--- config.mk ---
export PLATFORM = sky130hd
export DESIGN_NAME = dac_burst_detect
export DESIGN_NICKNAME = d
export VERILOG_FILES = /design/src/rtl/dac_burst_detect.sv
export SDC_FILE = /design/constraint.sdc
export NUM_CORES = 1
export LEC_CHECK = 0
export CORE_MARGIN = 8
export CORE_UTILIZATION = 55
export CTS_CLUSTER_SIZE = 12
export DETAILED_ROUTE_END_ITERATION = 10
export PLACE_DENSITY = 0.9
export SYNTH_ARGS = -nofsm -noshare
export SYNTH_HDL_FRONTEND = slang
export SYNTH_SLANG_ARGS = --single-unit
--- constraint.sdc ---
create_clock -name clk -period 9.5 [get_ports clk]
set_input_delay 2.375 -clock clk [delete_from_list [all_inputs] [get_ports clk]]
set_output_delay 2.375 -clock clk [all_outputs]
set_load 0.01 [all_outputs]
--- src/rtl/dac_burst_detect.sv ---
// Transmit burst detector for the DAC sample stream.
// Finds burst start/end from sample activity and reports SOT/EOT pulses,
// a tx_active level, the length of the last completed burst and a burst count.
module dac_burst_detect #(
  parameter int unsigned MIN_GAP = 16,  // silent cycles before arming (1..65535)
  parameter int unsigned HOLD    = 8,   // silent cycles that end a burst (1..65535)
  parameter int unsigned THRESH  = 0    // magnitude threshold
) (
  input  logic        clk,
  input  logic        rst,
  input  logic        dac_enable,
  input  logic        dac_valid,
  input  logic [15:0] dac_data_i,
  input  logic [15:0] dac_data_q,
  output logic        dac_sot,
  output logic        dac_eot,
  output logic        tx_active,
  output logic [31:0] burst_len,
  output logic [15:0] burst_cnt
);

  typedef enum logic [1:0] {
    IDLE   = 2'd0,
    ARMED  = 2'd1,
    ACTIVE = 2'd2
  } state_e;

  localparam logic [15:0] THRESH_U  = 16'(THRESH);
  localparam logic [15:0] GAP_MAX   = 16'(MIN_GAP);
  localparam logic [15:0] GAP_LAST  = 16'(MIN_GAP - 1);
  localparam logic [15:0] HOLD_LAST = 16'(HOLD - 1);
  localparam logic [31:0] LEN_MAX   = 32'hFFFF_FFFF;

  // Magnitude of a two's complement sample; -32768 saturates to 32767.
  function automatic logic [15:0] sat_abs(input logic [15:0] x);
    if (!x[15])            return x;
    else if (x == 16'h8000) return 16'h7FFF;
    else                   return 16'(~x + 16'd1);
  endfunction

  state_e      state_q, state_d;
  logic [15:0] gap_cnt_q, gap_cnt_d;
  logic [15:0] hold_cnt_q, hold_cnt_d;
  logic [31:0] len_acc_q, len_acc_d;
  logic [31:0] burst_len_q, burst_len_d;
  logic [15:0] burst_cnt_q, burst_cnt_d;
  logic        sot_q, sot_d;
  logic        eot_q, eot_d;
  logic        tx_active_q, tx_active_d;

  logic        act;
  logic [31:0] len_inc;

  // Sample activity: enabled, valid and above threshold on either rail.
  always_comb begin
    act = dac_enable & dac_valid &
          ((sat_abs(dac_data_i) > THRESH_U) | (sat_abs(dac_data_q) > THRESH_U));
  end

  // Next-state and next-output computation for the burst FSM.
  always_comb begin
    // NOTE: every signal gets a default first so no path leaves it unassigned (no latches).
    state_d     = state_q;
    gap_cnt_d   = gap_cnt_q;
    hold_cnt_d  = hold_cnt_q;
    len_acc_d   = len_acc_q;
    burst_len_d = burst_len_q;
    burst_cnt_d = burst_cnt_q;
    sot_d       = 1'b0;
    eot_d       = 1'b0;
    tx_active_d = tx_active_q;
    len_inc     = len_acc_q + {31'd0, (dac_valid && (len_acc_q != LEN_MAX))};

    unique case (state_q)
      IDLE: begin
        // tx_active stays high for the EOT cycle and drops here, one cycle later.
        tx_active_d = 1'b0;
        if (act) begin
          gap_cnt_d = '0;
        end else begin
          if (gap_cnt_q == GAP_LAST) state_d = ARMED;
          if (gap_cnt_q != GAP_MAX)  gap_cnt_d = gap_cnt_q + 16'd1;
        end
      end

      ARMED: begin
        if (act) begin
          state_d     = ACTIVE;
          sot_d       = 1'b1;
          tx_active_d = 1'b1;
          burst_cnt_d = burst_cnt_q + 16'd1;
          len_acc_d   = 32'd1;
          hold_cnt_d  = '0;
        end
      end

      ACTIVE: begin
        len_acc_d = len_inc;
        // Enable drop wins over the hold timeout; both end the burst on this edge.
        if (!dac_enable || (!act && (hold_cnt_q == HOLD_LAST))) begin
          state_d     = IDLE;
          eot_d       = 1'b1;
          burst_len_d = len_inc;
          gap_cnt_d   = '0;
          hold_cnt_d  = '0;
        end else if (act) begin
          hold_cnt_d = '0;
        end else begin
          hold_cnt_d = hold_cnt_q + 16'd1;
        end
      end

      default: state_d = IDLE;
    endcase
  end

  // State and output registers with synchronous reset.
  always_ff @(posedge clk) begin
    // NOTE: sequential state uses non-blocking assignments so all flops update together.
    if (rst) begin
      state_q     <= IDLE;
      gap_cnt_q   <= '0;
      hold_cnt_q  <= '0;
      len_acc_q   <= '0;
      burst_len_q <= '0;
      burst_cnt_q <= '0;
      sot_q       <= 1'b0;
      eot_q       <= 1'b0;
      tx_active_q <= 1'b0;
    end else begin
      state_q     <= state_d;
      gap_cnt_q   <= gap_cnt_d;
      hold_cnt_q  <= hold_cnt_d;
      len_acc_q   <= len_acc_d;
      burst_len_q <= burst_len_d;
      burst_cnt_q <= burst_cnt_d;
      sot_q       <= sot_d;
      eot_q       <= eot_d;
      tx_active_q <= tx_active_d;
    end
  end

  assign dac_sot   = sot_q;
  assign dac_eot   = eot_q;
  assign tx_active = tx_active_q;
  assign burst_len = burst_len_q;
  assign burst_cnt = burst_cnt_q;

endmodule

Yosys cells after proc, flatten, opt, wreduce, memory -nomap -nowiden
Cells that the tools add are included.
{ "word_totals": {"input_bits": 36, "elab_cells": 77, "out_inout_bits": 51, "reg_bits": 117} }
{ "op_classes": {"magnitude_cmp": 2, "add_sub_neg": 6, "n_eq_ne": 13, "bitwise_logic": 7, "mux": 23, "reduce_logical": 17} }
{ "op_table": {"columns": ["cell", "count"], "rows": [
  ["$mux W16", 10],
  ["$add A16 B1 Y16 const B", 5],
  ["$pmux W16 S2", 2],
  ["$pmux W32 S2", 1],
  ["$add A32 B1 Y32", 1],
  ["$eq A16 B16 Y1 const B", 2],
  ["$gt A16 B1 Y1 const B", 2],
  ["$mux W32", 1],
  ["$ne A32 B32 Y1 const B", 1],
  ["$not A16 Y16", 2],
  ["$eq A16 B3 Y1 const B", 1],
  ["$eq A16 B4 Y1 const B", 1],
  ["$ne A16 B5 Y1 const B", 1],
  ["$mux W2", 4],
  ["$ne A2 B2 Y1 const B", 4],
  ["$reduce_and A2 Y1", 4],
  ["$pmux W2 S3", 1],
  ["$reduce_bool A2 Y1", 3],
  ["$reduce_and A4 Y1", 1],
  ["$reduce_or A2 Y1", 2],
  ["$mux W1", 3],
  ["$ne A3 B3 Y1 const B", 1],
  ["$reduce_and A3 Y1", 1],
  ["$and A1 B1 Y1", 2],
  ["other kinds (9)", 12]
]} }

Longest topological paths before layout
{ "depth": {"word_depth": 12, "depth_mapped": 16, "mapped_depth_nobuf": 14} }

Worst setup path before layout
OpenSTA, ideal clock, no wires.
{ "synth_timing": {"path_kind": "input -> register", "start": "input port dac_data_q[0]", "end": "register hold_cnt_q[10]", "n_path_buf": 3, "t_required_ns": 9.378, "slack_ns": 4.307, "arrival_time_ns": 5.071, "cell_stages": 13, "cell_sequence": "inv_1 ha_1 or3b_1 clkbuf_2 or4_1 a21o_1 nand4_1 and4b_1 buf_6 a311oi_4 nor2_2 buf_6 a221o_1"} }
{ "synth_between": {"elab_chain_cells": 12, "word_cells_on_any_way": 16, "classes_between": "add/sub (1); order compare (1); eq/ne (2); mux (5); bitwise (3); reduce/logical (4)"} }
{ "synth_lines": {"columns": ["item", "line_no", "text"], "rows": [
  ["start: declaration", "14", "input logic [15:0] dac_data_q,"],
  ["$not A16 Y16", "38", "else return 16'(~x + 16'd1);"],
  ["$add A16 B1 Y16", "38", null],
  ["$mux W16", "37", "else if (x == 16'h8000) return 16'h7FFF;"],
  ["$mux W16 (*)", "36", "if (!x[15]) return x;"],
  ["$gt A16 B1 Y1 (*)", "57", "((sat_abs(dac_data_i) > THRESH_U) | (sat_abs(dac_data_q) > THRESH_U));"],
  ["$or A1 B1 Y1 (*)", "57", null],
  ["$and A1 B1 Y1 (*)", "56", "act = dac_enable & dac_valid &"],
  ["$logic_not A1 Y1", "100", "if (!dac_enable || (!act && (hold_cnt_q == HOLD_LAST))) begin"],
  ["$logic_and A1 B1 Y1", "100", null],
  ["$logic_or A1 B1 Y1", "100", null],
  ["$mux W16", "100", null],
  ["$pmux W16 S2", "74", "unique case (state_q)"],
  ["end signal: assignment", "133", "hold_cnt_q <= hold_cnt_d;"],
  ["end: declaration", "43", "logic [15:0] hold_cnt_q, hold_cnt_d;"]
]} }
Mark *: on every way between the ends. The rest lies on a longest branch, timed or not.
A chain may end at the register's enable or synchronous reset.

Final worst setup path
{ "layout_timing": {"start": "input port dac_data_i[4]", "end": "register hold_cnt_q[5]"} }
{ "layout_between": {"elab_chain_cells": 12, "word_cells_on_any_way": 16, "classes_between": "add/sub (1); order compare (1); eq/ne (2); mux (5); bitwise (3); reduce/logical (4)"} }
{ "layout_lines": {"columns": ["item", "line_no", "text"], "rows": [
  ["start: declaration", "13", "input logic [15:0] dac_data_i,"],
  ["$not A16 Y16", "38", null],
  ["$add A16 B1 Y16", "38", null],
  ["$mux W16", "37", null],
  ["$mux W16 (*)", "36", null],
  ["$gt A16 B1 Y1 (*)", "57", null],
  ["$or A1 B1 Y1 (*)", "57", null],
  ["$and A1 B1 Y1 (*)", "56", null],
  ["$logic_not A1 Y1", "100", null],
  ["$logic_and A1 B1 Y1", "100", null],
  ["$logic_or A1 B1 Y1", "100", null],
  ["$mux W16", "100", null],
  ["$pmux W16 S2", "74", null]
]} }
Marks and branches as above.

==> impl_metrics.json <==
{
  "syn_inst": 878,
  "num_vias": 7317,
  "dpl_cell_area_um2": 7938,
  "diodes": 0,
  "dp_slack_ps": 2468,
  "antenna_found_initial": 0,
  "post_cts_resized": 0,
  "drt_wl_total_um": 19480,
  "htreeDepth": 4,
  "drtIter0Drc": 809,
  "seq_area_frac_synth_pct": 32.93,
  "rsz0062_at_grt": "false",
  "worst_slew_pin_slew_ps": 1274,
  "fin_skew_ps": 11.09,
  "grt_usage_pct": 23.30,
  "fillers": 1010,
  "grt_pass1_vias": 6793,
  "fin_crit_sh_pct": 70.51,
  "async_flop_share_pct": 0,
  "setup_violations": 0,
  "worstPathRequired_ps": 9850,
  "dp_hpwl_um": 12790,
  "area_growth_pct": 19.55,
  "drc": 0,
  "fin_area_um2": 8502,
  "setup_ws_ps": 2802,
  "totalNegativeSetupSlack_ps": 0,
  "grt_max_degree": 76,
  "synthDominantAreaCellType": "dfxtp_1",
  "cts_root_buf": "clkbuf_16",
  "cts.reportedPaths.clkPinSlew_ps": 60,
  "synth_most_common_cell": "dfxtp_1",
  "layout-drive-gt1-share_pct": 8.431,
  "power_density_nw_per_um2": 139.6,
  "yosys.cell_types.count": 80,
  "grt_first_pass_wirelength_um": 32430,
  "cts_max_path_buffers": 2,
  "min-delay-start": "burst_cnt[14]",
  "cp-start-kind": "input pin",
  "ys.flop_type": "dfxtp_1",
  "ant_nets": 0,
  "core-area_um2": 12620,
  "clock_latency_ps": 420,
  "io_pins": 87,
  "p_leak_uw": 0.002581,
  "design.die.area_um2": 16820,
  "stdcell_count": 1109,
  "clock.fmax_mhz": 149.3,
  "path_max_fanout": 44,
  "outcome": "completed",
  "synth_commonest_cells": "dfxtp_1 (117), nor2_1 (72), nand2_1 (66)",
  "grt.overflow.total": 0,
  "placedCellCount": 1077,
  "cts_sinks": 117,
  "cts_setup_buffers": 0,
  "synth-seq-cells": 117,
  "drv_cap": 0,
  "hold_viol_final": 0,
  "slew-limit-headroom_pct": 14.84,
  "r2r_start": "hold_cnt_q[1]",
  "yosysTopAreaCellShare_pct": 32.93,
  "synth.avg_cell_area_um2": 8.100,
  "fp.dieW_um": 129.7,
  "wire_per_inst_um": 17.56,
  "cts_tree": "done",
  "syn_area_um2": 7112,
  "yosysWarnings": 0,
  "hold_path_class": "register to register",
  "max-vdd-ir-drop_uv": 113.1,
  "cts_hold_buf": 0,
  "crit_arrival_ps": 7050,
  "gp_congestion": 0.9839,
  "port_buffers": 86,
  "crit_start": "dac_data_i[4]",
  "slew_violations": 0,
  "endpoint_kind": "register",
  "synth_edf_count": 0,
  "syn_nets": 922,
  "crit_type": "input pin to register",
  "min_period_ps": 6698,
  "final_nets": 968,
  "start_util_pct": 56.36,
  "via_per_inst": 6.598,
  "cts_buffers": 17,
  "firstDrtPassIters": 6,
  "num_rows": 41,
  "fp.dieH_um": 129.7,
  "yosys-top-cells-area": "dfxtp_1 (33%), nor2_1 (3.8%), a31oi_1 (3.6%)"
}
-- worst max-delay path, stage by stage --
cell and delay, ps:
clkdlybuf4s50_1 500, nor3_1 940, a311oi_1 200, a31oi_1 210, nand4_1 190, or4_4 630, o31ai_4 610, buf_4 530
and3_1 590, a221o_1 250
-- cells by family (layout without fill, tap and decap cells) --
kind of cell	after synthesis	in the layout	share of synthesized area (%)
AOI/OAI and AO/OA	239	239	26.14
xor gates and xnor gates	39	39	4.803
adders and majority gates	8	8	1.408
buffers and inverters	97	156	6.034
DFF	117	117	32.93
muxes	4	4	0.6157
and+or+nand+nor	374	374	28.06
-- state kept, by name, summed over array words and instances, names as in the netlist --
signal and cells:
burst_cnt 16, burst_len 32, tx_active 1, dac_sot 1, state_q 2, len_acc_q 32
gap_cnt_q 16, dac_eot 1, hold_cnt_q 16
-- path summary, 6_finish.rpt --
| check | cells after the start | to | slack (ps) |
|---|---|---|---|
| max | 10 | hold_cnt_q[5] | 2800 |
| max reg2reg | 9 | gap_cnt_q[2] | 5740 |
| min reg2reg | 2 | burst_cnt[14] | 510 |
| min | 2 | burst_cnt[14] | 510 |
-- per-stage QoR --
step	utilization [%]	power, uW	hold slack [ps]
6_report	67.37	1187	506.2
5_1_grt	67.37	1215	514.8
4_1_cts	67.37	1184	498.8
3_5_place_dp	62.90	580.9	490.1
3_3_place_gp	62.90	579.8	480.3
2_1_floorplan	-	549.0	469.2
-- report_power, final --
part	total, uW	internal (uW)	switching, uW
combinational	80.3	28.7	51.7
sequential	492	492	0.678
clock	614	368	246
total	1190	888	299
-- layout make-up --
cell class / count / area (um^2) / share of cell area (%)
clock inverter: 14 / 125.1 / 1.472
multi-input combinational: 664 / 4353 / 51.20
tap: 172 / 215.2 / 2.531
inverter: 31 / 116.4 / 1.369
sequential: 117 / 2342 / 27.55
clock buffer: 18 / 439.2 / 5.166
timing repair buffer: 93 / 910.9 / 10.71
-- layer usage --
layer / track usage [%] / part of all wire (%) / vias up
met3: 6.365 / 8.2 / 56
li1: - / - / 3459
met5: 0 / 0 / -
met4: 10.52 / 2.6 / 0
met1: 29.20 / 43 / 3435
met2: 36.72 / 46 / 367
-- layout by cell type, fill, tap and decap left out, types with 19 or more instances in the layout --
cell	count
a211oi_1	34
a21oi_1	38
a31oi_1	41
clkdlybuf4s50_1	85
dfxtp_1	117
inv_1	31
nand2_1	66
nand3_1	49
nand4_1	32
nor2_1	71
nor3_1	38
xnor2_1	19
xor2_1	20
No activity file was read; power rests on OpenSTA's default activity.
